[src/rtl/chnl_pattern_gen_if.sv]
// ---------------------------------------------------------------------------
// chnl_pattern_gen_if
//   Valid/ready channel between a pattern generator (master) and one mcdt
//   input channel (slave). The slave also reports its free FIFO slots.
//
//   ch_data_o   : word presented by the generator
//   ch_valid_o  : generator has a word on ch_data_o
//   ch_ready_i  : slave accepts the word at the next rising edge
//   ch_margin_i : free FIFO slots reported by the slave
//
//   The _o/_i suffixes are from the generator's point of view.
// ---------------------------------------------------------------------------
interface chnl_pattern_gen_if #(
  parameter int DW = 32,
  parameter int MW = 6
);
  logic [DW-1:0] ch_data_o;
  logic          ch_valid_o;
  logic          ch_ready_i;
  logic [MW-1:0] ch_margin_i;

  modport master (
    output ch_data_o,
    output ch_valid_o,
    input  ch_ready_i,
    input  ch_margin_i
  );

  modport slave (
    input  ch_data_o,
    input  ch_valid_o,
    output ch_ready_i,
    output ch_margin_i
  );
endinterface

[src/rtl/chnl_pattern_gen.sv]
// ---------------------------------------------------------------------------
// chnl_pattern_gen
//   Per-channel traffic generator. A run emits NUM_WORDS words of value
//   (BASE + i) mod 2^DW on a valid/ready channel. Features on top of the
//   plain word stream: a programmable idle gap between accepted words,
//   throttling on the slave's reported margin, abort, and run status.
//
//   Ports
//     clk_i       : clock, rising edge
//     rstn_i      : asynchronous active-low reset
//     start_i     : start a run (only looked at while idle)
//     abort_i     : end the current run early
//     gap_cfg_i   : idle cycles after each accepted word (captured at the
//                   handshake)
//     ch          : channel interface, master side
//     busy_o      : a run is in progress (including its done cycle)
//     done_o      : one-cycle pulse when a run ends, completed or aborted
//     sent_cnt_o  : words accepted in the current or last run
//
//   All outputs are registered.
// ---------------------------------------------------------------------------
module chnl_pattern_gen #(
  parameter int            DW         = 32,
  parameter int            MW         = 6,
  parameter logic [DW-1:0] BASE       = DW'(32'h00C0_0000),
  parameter int            NUM_WORDS  = 100,
  parameter int            GW         = 4,
  parameter int            MARGIN_MIN = 1,
  parameter int            CW         = $clog2(NUM_WORDS + 1)
) (
  input  logic                   clk_i,
  input  logic                   rstn_i,
  input  logic                   start_i,
  input  logic                   abort_i,
  input  logic [GW-1:0]          gap_cfg_i,
  chnl_pattern_gen_if.master     ch,
  output logic                   busy_o,
  output logic                   done_o,
  output logic [CW-1:0]          sent_cnt_o
);

  localparam logic [1:0] S_IDLE = 2'd0;
  localparam logic [1:0] S_SEND = 2'd1;
  localparam logic [1:0] S_GAP  = 2'd2;
  localparam logic [1:0] S_DONE = 2'd3;

  localparam logic [CW-1:0] LAST_IDX     = CW'(NUM_WORDS - 1);
  localparam logic [MW-1:0] MARGIN_MIN_W = MW'(MARGIN_MIN);

  logic [1:0]    state;
  logic [CW-1:0] idx;         // index of the word being (or about to be) presented
  logic [CW-1:0] idx_nxt;
  logic [GW-1:0] gap_cnt;     // idle cycles still to spend in S_GAP
  logic          abort_pend;  // abort seen while a word was stalled on ready
  logic          margin_ok;
  logic          is_last;

  assign idx_nxt   = idx + CW'(1);
  assign margin_ok = (ch.ch_margin_i >= MARGIN_MIN_W);
  assign is_last   = (idx == LAST_IDX);

  function automatic logic [DW-1:0] word_of(input logic [CW-1:0] i);
    return BASE + DW'(i);  // wrap-around past 2^DW is intentional
  endfunction

  // NOTE: a single clocked process owns every register, so all updates use
  // non-blocking assignments; no state leaks through combinational paths.
  always_ff @(posedge clk_i or negedge rstn_i) begin
    if (!rstn_i) begin
      state         <= S_IDLE;
      idx           <= '0;
      gap_cnt       <= '0;
      abort_pend    <= 1'b0;
      ch.ch_valid_o <= 1'b0;
      ch.ch_data_o  <= '0;
      busy_o        <= 1'b0;
      done_o        <= 1'b0;
      sent_cnt_o    <= '0;
    end else begin
      done_o <= 1'b0;

      case (state)
        S_IDLE: begin
          // abort_i is deliberately ignored here, so start wins a tie
          if (start_i) begin
            state      <= S_SEND;
            busy_o     <= 1'b1;
            idx        <= '0;
            sent_cnt_o <= '0;
            abort_pend <= 1'b0;
          end
        end

        S_SEND: begin
          if (ch.ch_valid_o) begin
            // A presented word is never withdrawn: margin and abort only
            // matter once it has been accepted.
            if (ch.ch_ready_i) begin
              sent_cnt_o <= sent_cnt_o + CW'(1);
              if (is_last || abort_pend || abort_i) begin
                state         <= S_DONE;
                done_o        <= 1'b1;
                abort_pend    <= 1'b0;
                ch.ch_valid_o <= 1'b0;
                ch.ch_data_o  <= '0;
              end else begin
                idx <= idx_nxt;
                if (gap_cfg_i == '0) begin
                  // back-to-back: next word goes out straight away if allowed
                  ch.ch_valid_o <= margin_ok;
                  ch.ch_data_o  <= margin_ok ? word_of(idx_nxt) : '0;
                end else begin
                  state         <= S_GAP;
                  gap_cnt       <= gap_cfg_i;
                  ch.ch_valid_o <= 1'b0;
                  ch.ch_data_o  <= '0;
                end
              end
            end else if (abort_i) begin
              abort_pend <= 1'b1;
            end
          end else if (abort_i) begin
            state  <= S_DONE;
            done_o <= 1'b1;
          end else if (margin_ok) begin
            ch.ch_valid_o <= 1'b1;
            ch.ch_data_o  <= word_of(idx);
          end
        end

        S_GAP: begin
          if (abort_i) begin
            state  <= S_DONE;
            done_o <= 1'b1;
          end else if (gap_cnt <= GW'(1)) begin
            // Last idle cycle: raise valid on this edge so the low stretch
            // is exactly the captured gap length.
            state         <= S_SEND;
            ch.ch_valid_o <= margin_ok;
            ch.ch_data_o  <= margin_ok ? word_of(idx) : '0;
          end else begin
            gap_cnt <= gap_cnt - GW'(1);
          end
        end

        S_DONE: begin
          state  <= S_IDLE;
          busy_o <= 1'b0;
        end

        default: state <= S_IDLE;
      endcase
    end
  end

endmodule

[src/flat_wrapper.sv]
// flat-port wrapper written by rule: the top's interface ports become plain ports
module chnl_pattern_gen_flat 
#(
  parameter int            DW         = 32,
  parameter int            MW         = 6,
  parameter logic [DW-1:0] BASE       = DW'(32'h00C0_0000),
  parameter int            NUM_WORDS  = 100,
  parameter int            GW         = 4,
  parameter int            MARGIN_MIN = 1,
  parameter int            CW         = $clog2(NUM_WORDS + 1)
)
  (clk_i, rstn_i, start_i, abort_i, gap_cfg_i, busy_o, done_o, sent_cnt_o, ch_ch_data_o, ch_ch_valid_o, ch_ch_ready_i, ch_ch_margin_i);
  chnl_pattern_gen_if #(.DW(DW), .MW(MW)) ch_i ();
  input  logic clk_i;
  input  logic rstn_i;
  input  logic start_i;
  input  logic abort_i;
  input  logic [GW-1:0] gap_cfg_i;
  output logic busy_o;
  output logic done_o;
  output logic [CW-1:0] sent_cnt_o;
  output wire logic [$bits(ch_i.ch_data_o)-1:0] ch_ch_data_o;
  output wire logic [$bits(ch_i.ch_valid_o)-1:0] ch_ch_valid_o;
  input wire logic [$bits(ch_i.ch_ready_i)-1:0] ch_ch_ready_i;
  input wire logic [$bits(ch_i.ch_margin_i)-1:0] ch_ch_margin_i;
  assign ch_ch_data_o = ch_i.ch_data_o;
  assign ch_ch_valid_o = ch_i.ch_valid_o;
  assign ch_i.ch_ready_i = ch_ch_ready_i;
  assign ch_i.ch_margin_i = ch_ch_margin_i;
  chnl_pattern_gen #(.DW(DW), .MW(MW), .BASE(BASE), .NUM_WORDS(NUM_WORDS), .GW(GW), .MARGIN_MIN(MARGIN_MIN), .CW(CW)) u_core (.clk_i(clk_i), .rstn_i(rstn_i), .start_i(start_i), .abort_i(abort_i), .gap_cfg_i(gap_cfg_i), .ch(ch_i), .busy_o(busy_o), .done_o(done_o), .sent_cnt_o(sent_cnt_o));
endmodule
[config.mk]
export PLATFORM = sky130hd
export DESIGN_NAME = chnl_pattern_gen_flat
export DESIGN_NICKNAME = d
export VERILOG_FILES = /design/src/rtl/chnl_pattern_gen_if.sv /design/src/rtl/chnl_pattern_gen.sv /design/src/flat_wrapper.sv
export SDC_FILE = /design/constraint.sdc
export NUM_CORES = 1
export LEC_CHECK = 0
export CORE_ASPECT_RATIO = 0.9
export CORE_UTILIZATION = 50
export DETAILED_ROUTE_END_ITERATION = 8
export DONT_BUFFER_PORTS = 1
export GPL_ROUTABILITY_DRIVEN = 0
export PLACE_DENSITY = 0.7
export SLEW_MARGIN = 30
export SYNTH_ARGS = -nofsm -noshare
export SYNTH_HDL_FRONTEND = slang
export SYNTH_SLANG_ARGS = --single-unit
[constraint.sdc]
create_clock -name clk_i -period 3 [get_ports clk_i]
set_clock_uncertainty 0.15 [all_clocks]
set_input_delay 0.6 -clock clk_i [delete_from_list [all_inputs] [get_ports clk_i]]
set_output_delay 0.6 -clock clk_i [all_outputs]
set_load 0.1 [all_outputs]
# After elaboration in Yosys (flattened, before gate mapping)
# Index checks and enable logic that the tools add are counted.
dict set report op_classes {
  reduce_logical 15
  order_cmp 2
  muxes 57
  n_eq_ne 20
  n_shift 0
  n_mul 0
  div_mod_pow 0
  n_bitwise 0
  add_sub_neg 5
}
# cell n
set op_table {}
lappend op_table {{2-to-1 mux 32 bit} 10}
lappend op_table {{case mux 32 bit (2 select lines)} 1}
lappend op_table {{adder 24 x 7 -> 25 bit (first input constant)} 2}
lappend op_table {{2-to-1 mux 7 bit} 6}
lappend op_table {{case mux 7 bit (2 select lines)} 2}
lappend op_table {{2-to-1 mux 4 bit} 6}
lappend op_table {{2-to-1 mux 1 bit} 18}
lappend op_table {{2-to-1 mux 2 bit} 8}
lappend op_table {{AND reduction 5 bit} 3}
lappend op_table {{adder 7 x 1 -> 7 bit (second input constant)} 2}
lappend op_table {{!= test 2 bit (second input constant)} 6}
lappend op_table {{!= test 3 x 2 -> 1 bit (second input constant)} 4}
lappend op_table {{case mux 1 bit (2 select lines)} 4}
lappend op_table {{case mux 2 bit (4 select lines)} 1}
lappend op_table {{case mux 4 bit (2 select lines)} 1}
lappend op_table {{== test 7 bit (second input constant)} 1}
lappend op_table {{AND reduction 7 bit} 1}
lappend op_table {{>= comparator 6 x 1 -> 1 bit (second input constant)} 1}
lappend op_table {{!= test 3 bit (second input constant)} 2}
lappend op_table {{AND reduction 6 bit} 1}
lappend op_table {{nonzero test 2 bit} 3}
lappend op_table {{== test 2 bit (second input constant)} 2}
lappend op_table {{less-or-equal comparator 4 x 1 -> 1 bit (second input constant)} 1}
lappend op_table {{logical NOT 4 bit} 1}
lappend op_table {{other kinds (10)} 12}
dict set report totals {
  regBits 56
  latchBits 0
  mem_count 0
  ram_bits 0
  word_cells 108
  romBits 0
}

# Logic depth before layout (Yosys ltp)
# Gate-level depths: netlist of the first run.
dict set report depth {
  ltp_word 8
  ltp_mapped 10
  depth_no_buf 7
}

# Least setup slack after synthesis of the first run
# OpenSTA, ideal clock, no wires.
dict set report synth_timing {
  path_kind {flip-flop to flip-flop}
  startpoint {register u_core.ch.ch_valid_o}
  endpoint {register u_core.ch.ch_data_o[2]}
  n_path_buf 3
  setup_time_ns 0.082
  path_slack_ns 0.454
  period_less_slack_ns 2.546
  path_stages_with_launch 9
  t_arrival_ns 2.314
  cell_sequence {dfrtp_1 > buf_2 > nor2b_1 > o21ai_0 > nor4bb_1 > clkbuf_1 > clkbuf_1 > nor2_1 > a31oi_1}
}
dict set report synth_via {
  elab_chain_len 2
  elab_cells_between_ends 6
  cone_classes {3 x eq/ne; 2 x mux; 1 x reduce/logical}
}
# element line_no
set synth_lines {}
lappend synth_lines {{start, declared} chnl_pattern_gen_if.sv:24} ;# output ch_valid_o,
lappend synth_lines {{start signal, assigned} chnl_pattern_gen.sv:110} ;# ch.ch_valid_o <= margin_ok;
lappend synth_lines {{start signal, assigned} chnl_pattern_gen.sv:139} ;# ch.ch_valid_o <= margin_ok;
lappend synth_lines {{!= test 3 x 1 -> 1 bit (no source line), or another cell as far along} n/a}
lappend synth_lines {{AND reduction 6 bit (no source line) / case mux 32 bit (2 select lines) (equally long branches)} n/a}
lappend synth_lines {{end signal, assigned} chnl_pattern_gen.sv:111} ;# ch.ch_data_o <= margin_ok ? word_of(idx_nxt) : '0;
lappend synth_lines {{end signal, assigned} chnl_pattern_gen.sv:127} ;# ch.ch_data_o <= word_of(idx);
lappend synth_lines {{end signal, assigned} chnl_pattern_gen.sv:140} ;# ch.ch_data_o <= margin_ok ? word_of(idx) : '0;
lappend synth_lines {{end, declared} chnl_pattern_gen_if.sv:23} ;# output ch_data_o,
# Several ways; a longest one is shown, not always the timed one.
# A chain may end at the register's enable or synchronous reset.

# Final worst setup path of the first run
dict set report layout_timing {
  startpoint {register u_core.state[1]}
  endpoint {register u_core.sent_cnt_o[5]}
}
dict set report layout_via {
  elab_chain_len 3
  elab_cells_between_ends 8
  cone_classes {4 x eq/ne; 1 x mux; 3 x reduce/logical}
}
# element line_no
set layout_lines {}
lappend layout_lines {{start, declared} chnl_pattern_gen.sv:50} ;# logic [1:0] state;
lappend layout_lines {{start signal, assigned} chnl_pattern_gen.sv:70} ;# state <= S_IDLE;
lappend layout_lines {{start signal, assigned} chnl_pattern_gen.sv:86} ;# state <= S_SEND;
lappend layout_lines {{start signal, assigned} chnl_pattern_gen.sv:101} ;# state <= S_DONE;
lappend layout_lines {{== test 2 x 1 -> 1 bit / logical NOT 2 bit (equally long branches)} chnl_pattern_gen.sv:82} ;# case (state)
lappend layout_lines {{!= test 2 x 1 -> 1 bit (no source line), or another cell as far along} n/a}
lappend layout_lines {{AND reduction 4 bit (no source line)} n/a}
lappend layout_lines {{end signal, assigned} chnl_pattern_gen.sv:99} ;# sent_cnt_o <= sent_cnt_o + CW'(1);
lappend layout_lines {{end, declared} chnl_pattern_gen.sv:39} ;# output logic [CW-1:0] sent_cnt_o
# Several ways; a longest one is shown, not always the timed one.

==> results.py, run 1 <==
metrics = {
    "clock_network": {
        "cts_tree": "yes",
        "insertion_delay_ps": 280,
        "cts_sinks": 32,
        "cts_resized": 0,
        "cts_made_buffers": 5,
        "cts_buffer_depth": 2,
        "ctsHtreeMaxLevel": 2,
        "cts-root-buf": "clkbuf_8",
        "clkSlewWorstSetupHoldPaths_ps": 70,
    },
    "run_status": {
        "status": "completed",
    },
    "detailed_routing": {
        "final_antenna_net_count": 0,
        "met3_length_um": 219,
        "dr.pass1.iters": 4,
        "wl_met2_um": 1980,
        "num_vias": 1736,
        "top_layer_used": "met4",
        "drcViolationCount": 0,
        "viasPerCell": 5.67,
        "drt-initial-drc-count": 110,
        "met1_length_um": 2170,
        "drt_wl_total_um": 4390,
        "drt-wirelength-per-cell_um": 14.3,
    },
    "critical_path": {
        "critPathMaxFanout": 11,
        "crit_chain": "inv_1, ha_1, mux2i_1, a2111oi_1, nand4_1, xor2_1, nor2_1",
        "startpoint_type": "register",
        "worstReg2RegStart": "u_core.state[1]$_DFFE_PN0P_",
        "critical_path_buf_inv_count": 1,
        "regToRegSetupSlack_ps": 530,
        "worst_ep_required_time_ps": 3060,
        "worstPathArrival_ps": 2530,
        "crit_path_end_kind": "register",
        "cp-startpoint": "u_core.state[1]$_DFFE_PN0P_",
        "crit_family": "compound AO/OA/AOI/OAI gates",
        "reg2reg_to": "u_core.sent_cnt_o[5]$_DFFE_PN0P_",
        "reg2reg_depth": 7,
        "critPathSlowestCell": "a2111oi_1",
        "max_stage_delay_ps": 630,
        "critPathKind": "register to register",
    },
    "place": {
        "place_hpwl_um": 3190,
        "placed_cell_area_um2": 2160,
        "portBuffers": 0,
    },
    "worst_hold_path": {
        "hp-start": "abort_i",
        "holdPathEnd": "u_core.abort_pend$_DFFE_PN0P_",
        "hp-class": "input port to register",
        "min_path_cells": 2,
    },
    "finish": {
        "antenna_cells": 0,
        "mostFrequentLayoutCell": "dfrtp_1",
        "multiInputGateArea_um2": 1170,
        "syn2layout_area_growth_pct": 4.93,
        "fin_nets": 281,
        "drive_gt1_frac": 0.112,
        "seqCellArea_um2": 802,
        "most-common-layout-cells": "31 x dfrtp_1, 23 x conb_1, 21 x nand2_1, 20 x o21ai_0, 19 x inv_1",
        "finalInstanceArea_um2": 2290,
        "fillCellCount": 378,
    },
    "die": {
        "start_util": 0.528,
        "dieArea_um2": 4630,
        "ios": 57,
        "rows": 22,
        "die_h_um": 64.7,
        "die_w_um": 71.6,
        "coreArea_um2": 4130,
    },
    "yosys": {
        "synthTopCellsByArea": "dfrtp_1 37%, buf_4 8.3%, ha_1 4.6%, o21ai_0 4.6%, nand2_1 3.6%",
        "synth-main-ff-cell": "dfrtp_1",
        "synth_area_um2": 2180,
        "yosys_register_bits": 32,
        "synthArstFlopShare": 1.00,
        "synth_edf_count": 0,
        "synth_top_area_share": 0.367,
        "synth_area_leader_cell": "dfrtp_1",
        "ys_types": 57,
        "synth-seq-area-share": 0.367,
        "avgSynthCellArea_um2": 8.69,
        "yosysWarnings": 0,
        "synthCells": 251,
    },
    "global_routing": {
        "grtUsageTotal": 0.198,
        "grt_max_degree": 33,
        "grt_pass1_wl_um": 7300,
        "antenna_found_initial": 0,
        "grt_pass1_vias": 1625,
        "grt-ovfl-total": 0,
    },
    "timing": {
        "slew_headroom": 0.349,
        "clock.fmax_mhz": 405,
        "post-route-min-period_ps": 2470,
        "post-route-period-util": 0.824,
        "fin_setup_tns_ps": 0,
        "setup_viol": 0,
        "hold_viol_final": 0,
        "rsz0062_at_grt": "false",
        "drv_slew": 0,
        "tightest_slew_ps": 976,
    },
    "run": {
        "cap_violations": 0,
    },
}
cell type report:
class | count | share of cell area
Multi-Input combinational cell | 190 | 0.511
Sequential cell | 32 | 0.350
Timing Repair Buffer | 10 | 0.0393
Clock buffer | 7 | 0.0421
Inverter | 19 | 0.0311
Tap cell | 48 | 0.0262
per-stage QoR:
stage / utilization / instances / hold slack (ps) / setup slack (ps)
after CTS: 0.555 / 306 / 336 / 486
after detailed placement: 0.524 / 297 / 155 / 519
after floorplan: - / 273 / 154 / 454
after global placement: 0.524 / 297 / 155 / 588
final: 0.555 / 306 / 338 / 528
after global routing: 0.555 / 306 / 338 / 267
synth_stat cells (3+ instances only):
library cell / instances
ha_1: 8
nand4_1: 4
dfrtp_1: 32
buf_4: 24
nor2_1: 18
nand3_1: 11
xor2_1: 3
or3_1: 7
mux2i_1: 5
nand2_1: 21
clkbuf_1: 5
inv_1: 19
o21ai_0: 20
a21oi_1: 8
and3_2: 3
a31oi_1: 9
nor4_1: 3
sequential cells by signal (all words and copies together) (netlist names):
name                  flops
u_core.abort_pend         1
u_core.gap_cnt            4
u_core.busy_o             1
u_core.idx                7
u_core.done_o             1
u_core.ch.ch_valid_o      1
u_core.sent_cnt_o         7
u_core.state              2
u_core.ch.ch_data_o       8
repair_timing:
item | 4_1_cts | 5_1_grt
hold endpoints to repair | 32 | 0
hold buffers | 2 | 0
buffers inserted | 0 | 0
how the worst max path moves through the flow:
stage,cells past startpoint,slack [ps],to
after detailed placement,7,520,u_core.sent_cnt_o[6]$_DFFE_PN0P_
after global placement,5,590,u_core.ch.ch_data_o[5]$_DFFE_PN0P_
final,7,530,u_core.sent_cnt_o[5]$_DFFE_PN0P_
after global routing,7,270,u_core.sent_cnt_o[5]$_DFFE_PN0P_
after CTS,7,490,u_core.sent_cnt_o[5]$_DFFE_PN0P_
after floorplan,8,450,u_core.ch.ch_data_o[2]$_DFFE_PN0P_
cells by family after synthesis:
family                     share of synthesized area
and+or+nand+nor                                0.204
AOI/OAI and AO/OA                              0.196
buffers and inverters                          0.138
DFF                                            0.367
adders and majority gates                     0.0459
muxes                                         0.0281
xor gates and xnor gates                      0.0201
other                                        0.00172
metal layers:
metal,vias to the layer above,track usage
li1,856,-
met1,831,0.283
met2,45,0.307
met3,4,0.0467
met4,0,0.0441
met5,-,0
Power of run 1 is left out: the tool's default activity adds up to more than one toggle a clock period on the data nets, which glitch-free logic cannot reach.
==> run 2: changes to the inputs <==
PLACE_DENSITY = 0.73   (was 0.7)
clock period = 2 ns   (was 3 ns; I/O delays follow)
==> run 2 against run 1 <==
Compared with the run above: the run now ends with setup timing left; core utilization is 13 points higher; setup slack got worse by 600 ps; global-route usage rose by 2.8 points; via count is 15% higher; register-to-register slack lost 600 ps; non-clock buffer count up 50; design area is 24% higher; sequential cell count unchanged; highest routed layer unchanged; fmax increased by 19%; hold slack lost 250 ps; critical path type unchanged.
==> results.py, run 2 (synthesis results as in run 1) <==
metrics = {
    "run_status": {
        "status": "finished, violations left",
        "violations": "setup timing",
    },
    "timing": {
        "hold_viol_final": 0,
        "setup_viol": 3,
        "drv_slew": 0,
        "post-route-period-util": 1.04,
        "rsz0062_at_grt": "true",
        "setup_ws_ps": -70.4,
        "clock.fmax_mhz": 483,
        "post-route-min-period_ps": 2070,
    },
    "finish": {
        "syn2layout_area_growth_pct": 30.2,
        "top_register": "u_core.ch.ch_data_o",
        "most-common-layout-cells": "55 x buf_4, 27 x dfrtp_1, 23 x conb_1, 20 x nand2_1",
        "top_regs": "u_core.ch.ch_data_o: 8 flops, u_core.idx: 7 flops, u_core.sent_cnt_o: 7 flops",
        "largest_register_ffs": 8,
        "fillCellCount": 321,
        "multiInputGateArea_um2": 1330,
        "drive_gt1_frac": 0.337,
        "seqCellArea_um2": 810,
        "fin_nets": 331,
        "mostFrequentLayoutCell": "buf_4",
        "antenna_cells": 0,
        "finalInstanceArea_um2": 2840,
    },
    "die": {
        "ios": 57,
        "start_util": 0.528,
        "die_h_um": 64.7,
        "rows": 22,
        "coreArea_um2": 4130,
        "die_w_um": 71.6,
        "dieArea_um2": 4630,
    },
    "critical_path": {
        "critPathMaxFanout": 8,
        "worstPathArrival_ps": 2100,
        "critPathKind": "register to register",
        "worst_ep_required_time_ps": 2030,
        "crit_path_end_kind": "register",
        "startpoint_type": "register",
    },
    "clock_network": {
        "cts_made_buffers": 5,
        "cts_sinks": 32,
        "cts_tree": "yes",
        "cts_buffer_depth": 2,
        "ctsHtreeMaxLevel": 2,
        "cts-root-buf": "clkbuf_8",
        "insertion_delay_ps": 290,
        "clkSlewWorstSetupHoldPaths_ps": 70,
    },
    "global_routing": {
        "antenna_found_initial": 0,
        "grt_max_degree": 33,
        "grt_pass1_vias": 1788,
        "grtUsageTotal": 0.227,
        "grt_pass1_wl_um": 8010,
        "grt-ovfl-total": 0,
    },
    "detailed_routing": {
        "wl_met2_um": 2370,
        "drt-wirelength-per-cell_um": 14.2,
        "drcViolationCount": 0,
        "met1_length_um": 2260,
        "met3_length_um": 338,
        "viasPerCell": 5.60,
        "top_layer_used": "met4",
        "dr.pass1.iters": 4,
        "drt-initial-drc-count": 86,
        "final_antenna_net_count": 0,
        "drt_wl_total_um": 5050,
        "num_vias": 1999,
    },
    "worst_hold_path": {
        "hp-class": "input port to register",
    },
    "place": {
        "portBuffers": 0,
        "place_hpwl_um": 3560,
        "placed_cell_area_um2": 2520,
    },
    "run": {
        "cap_violations": 0,
    },
}
## run 2: area by class of cell
cell class	count	area share
clock inverters	1	0.00176
clock buffers	7	0.0269
multi-input cells	190	0.469
repair buffers	60	0.171
well taps	48	0.0211
flip-flops and latches	32	0.285
inverters	19	0.0260
## run 2: layer usage
metal | vias up | track usage
li1 | 962 | -
met3 | 9 | 0.0591
met1 | 946 | 0.288
met5 | - | 0
met4 | 0 | 0.0907
met2 | 82 | 0.368
## run 2: worst max-delay path, stage by stage, from the launching register on
cell      delay (ps)
dfrtp_1          390
inv_2            120
ha_4             170
nor2_2            40
o31a_1           270
nor4bb_2         280
buf_4            200
mux2_2           340
## run 2: path summary, 6_finish.rpt
path / slack [ps] / depth (start not counted) / end / from
setup / recovery: -70 / 7 / u_core.ch.ch_data_o[22]$_DFFE_PN0P_ / u_core.gap_cnt[1]$_DFFE_PN0P_
hold / removal: 90 / 2 / u_core.done_o$_DFF_PN0_ / abort_i
setup reg to reg: -70 / 7 / u_core.ch.ch_data_o[22]$_DFFE_PN0P_ / u_core.gap_cnt[1]$_DFFE_PN0P_
hold reg to reg: 340 / 1 / u_core.ch.ch_data_o[0]$_DFFE_PN0P_ / u_core.ch.ch_data_o[0]$_DFFE_PN0P_
max in group asynchronous: 1100 / 2 / u_core.ch.ch_valid_o$_DFFE_PN0P_ / rstn_i
min in group asynchronous: 400 / 2 / u_core.abort_pend$_DFFE_PN0P_ / rstn_i
## run 2: repair_timing
item                                    4_1_cts  5_1_grt
endpoints found under the setup margin       13       21
gates resized for setup                       8       26
pin swaps                                     1        4
hold buffers                                  2        0
setup buffers                                 7        5
endpoints found under the hold margin        32        0
## run 2: through the flow
stage               worst slack [ps]  std cells  TNS (ps)  hold WS (ps)   util
CTS                            -35.9        352     -69.3           117  0.653
global route                    -132        357      -806          99.5  0.688
global placement               -50.7        335     -80.7         -44.9  0.610
floorplan                      -54.3        273     -87.5         -45.6      -
detailed placement             -85.6        335      -205         -44.9  0.610
finish                         -70.4        357      -125          89.9  0.688
Power of run 2 is left out for the same reason.
==> run 3: changes to the inputs <==
ABC_CLOCK_PERIOD_IN_PS = 2000   (was unset)
SLEW_MARGIN = unset   (was 30)
==> results of run 3 <==
Final layout, timing and power as in run 2 (identical DEF).
Power of run 3 is left out for the same reason.
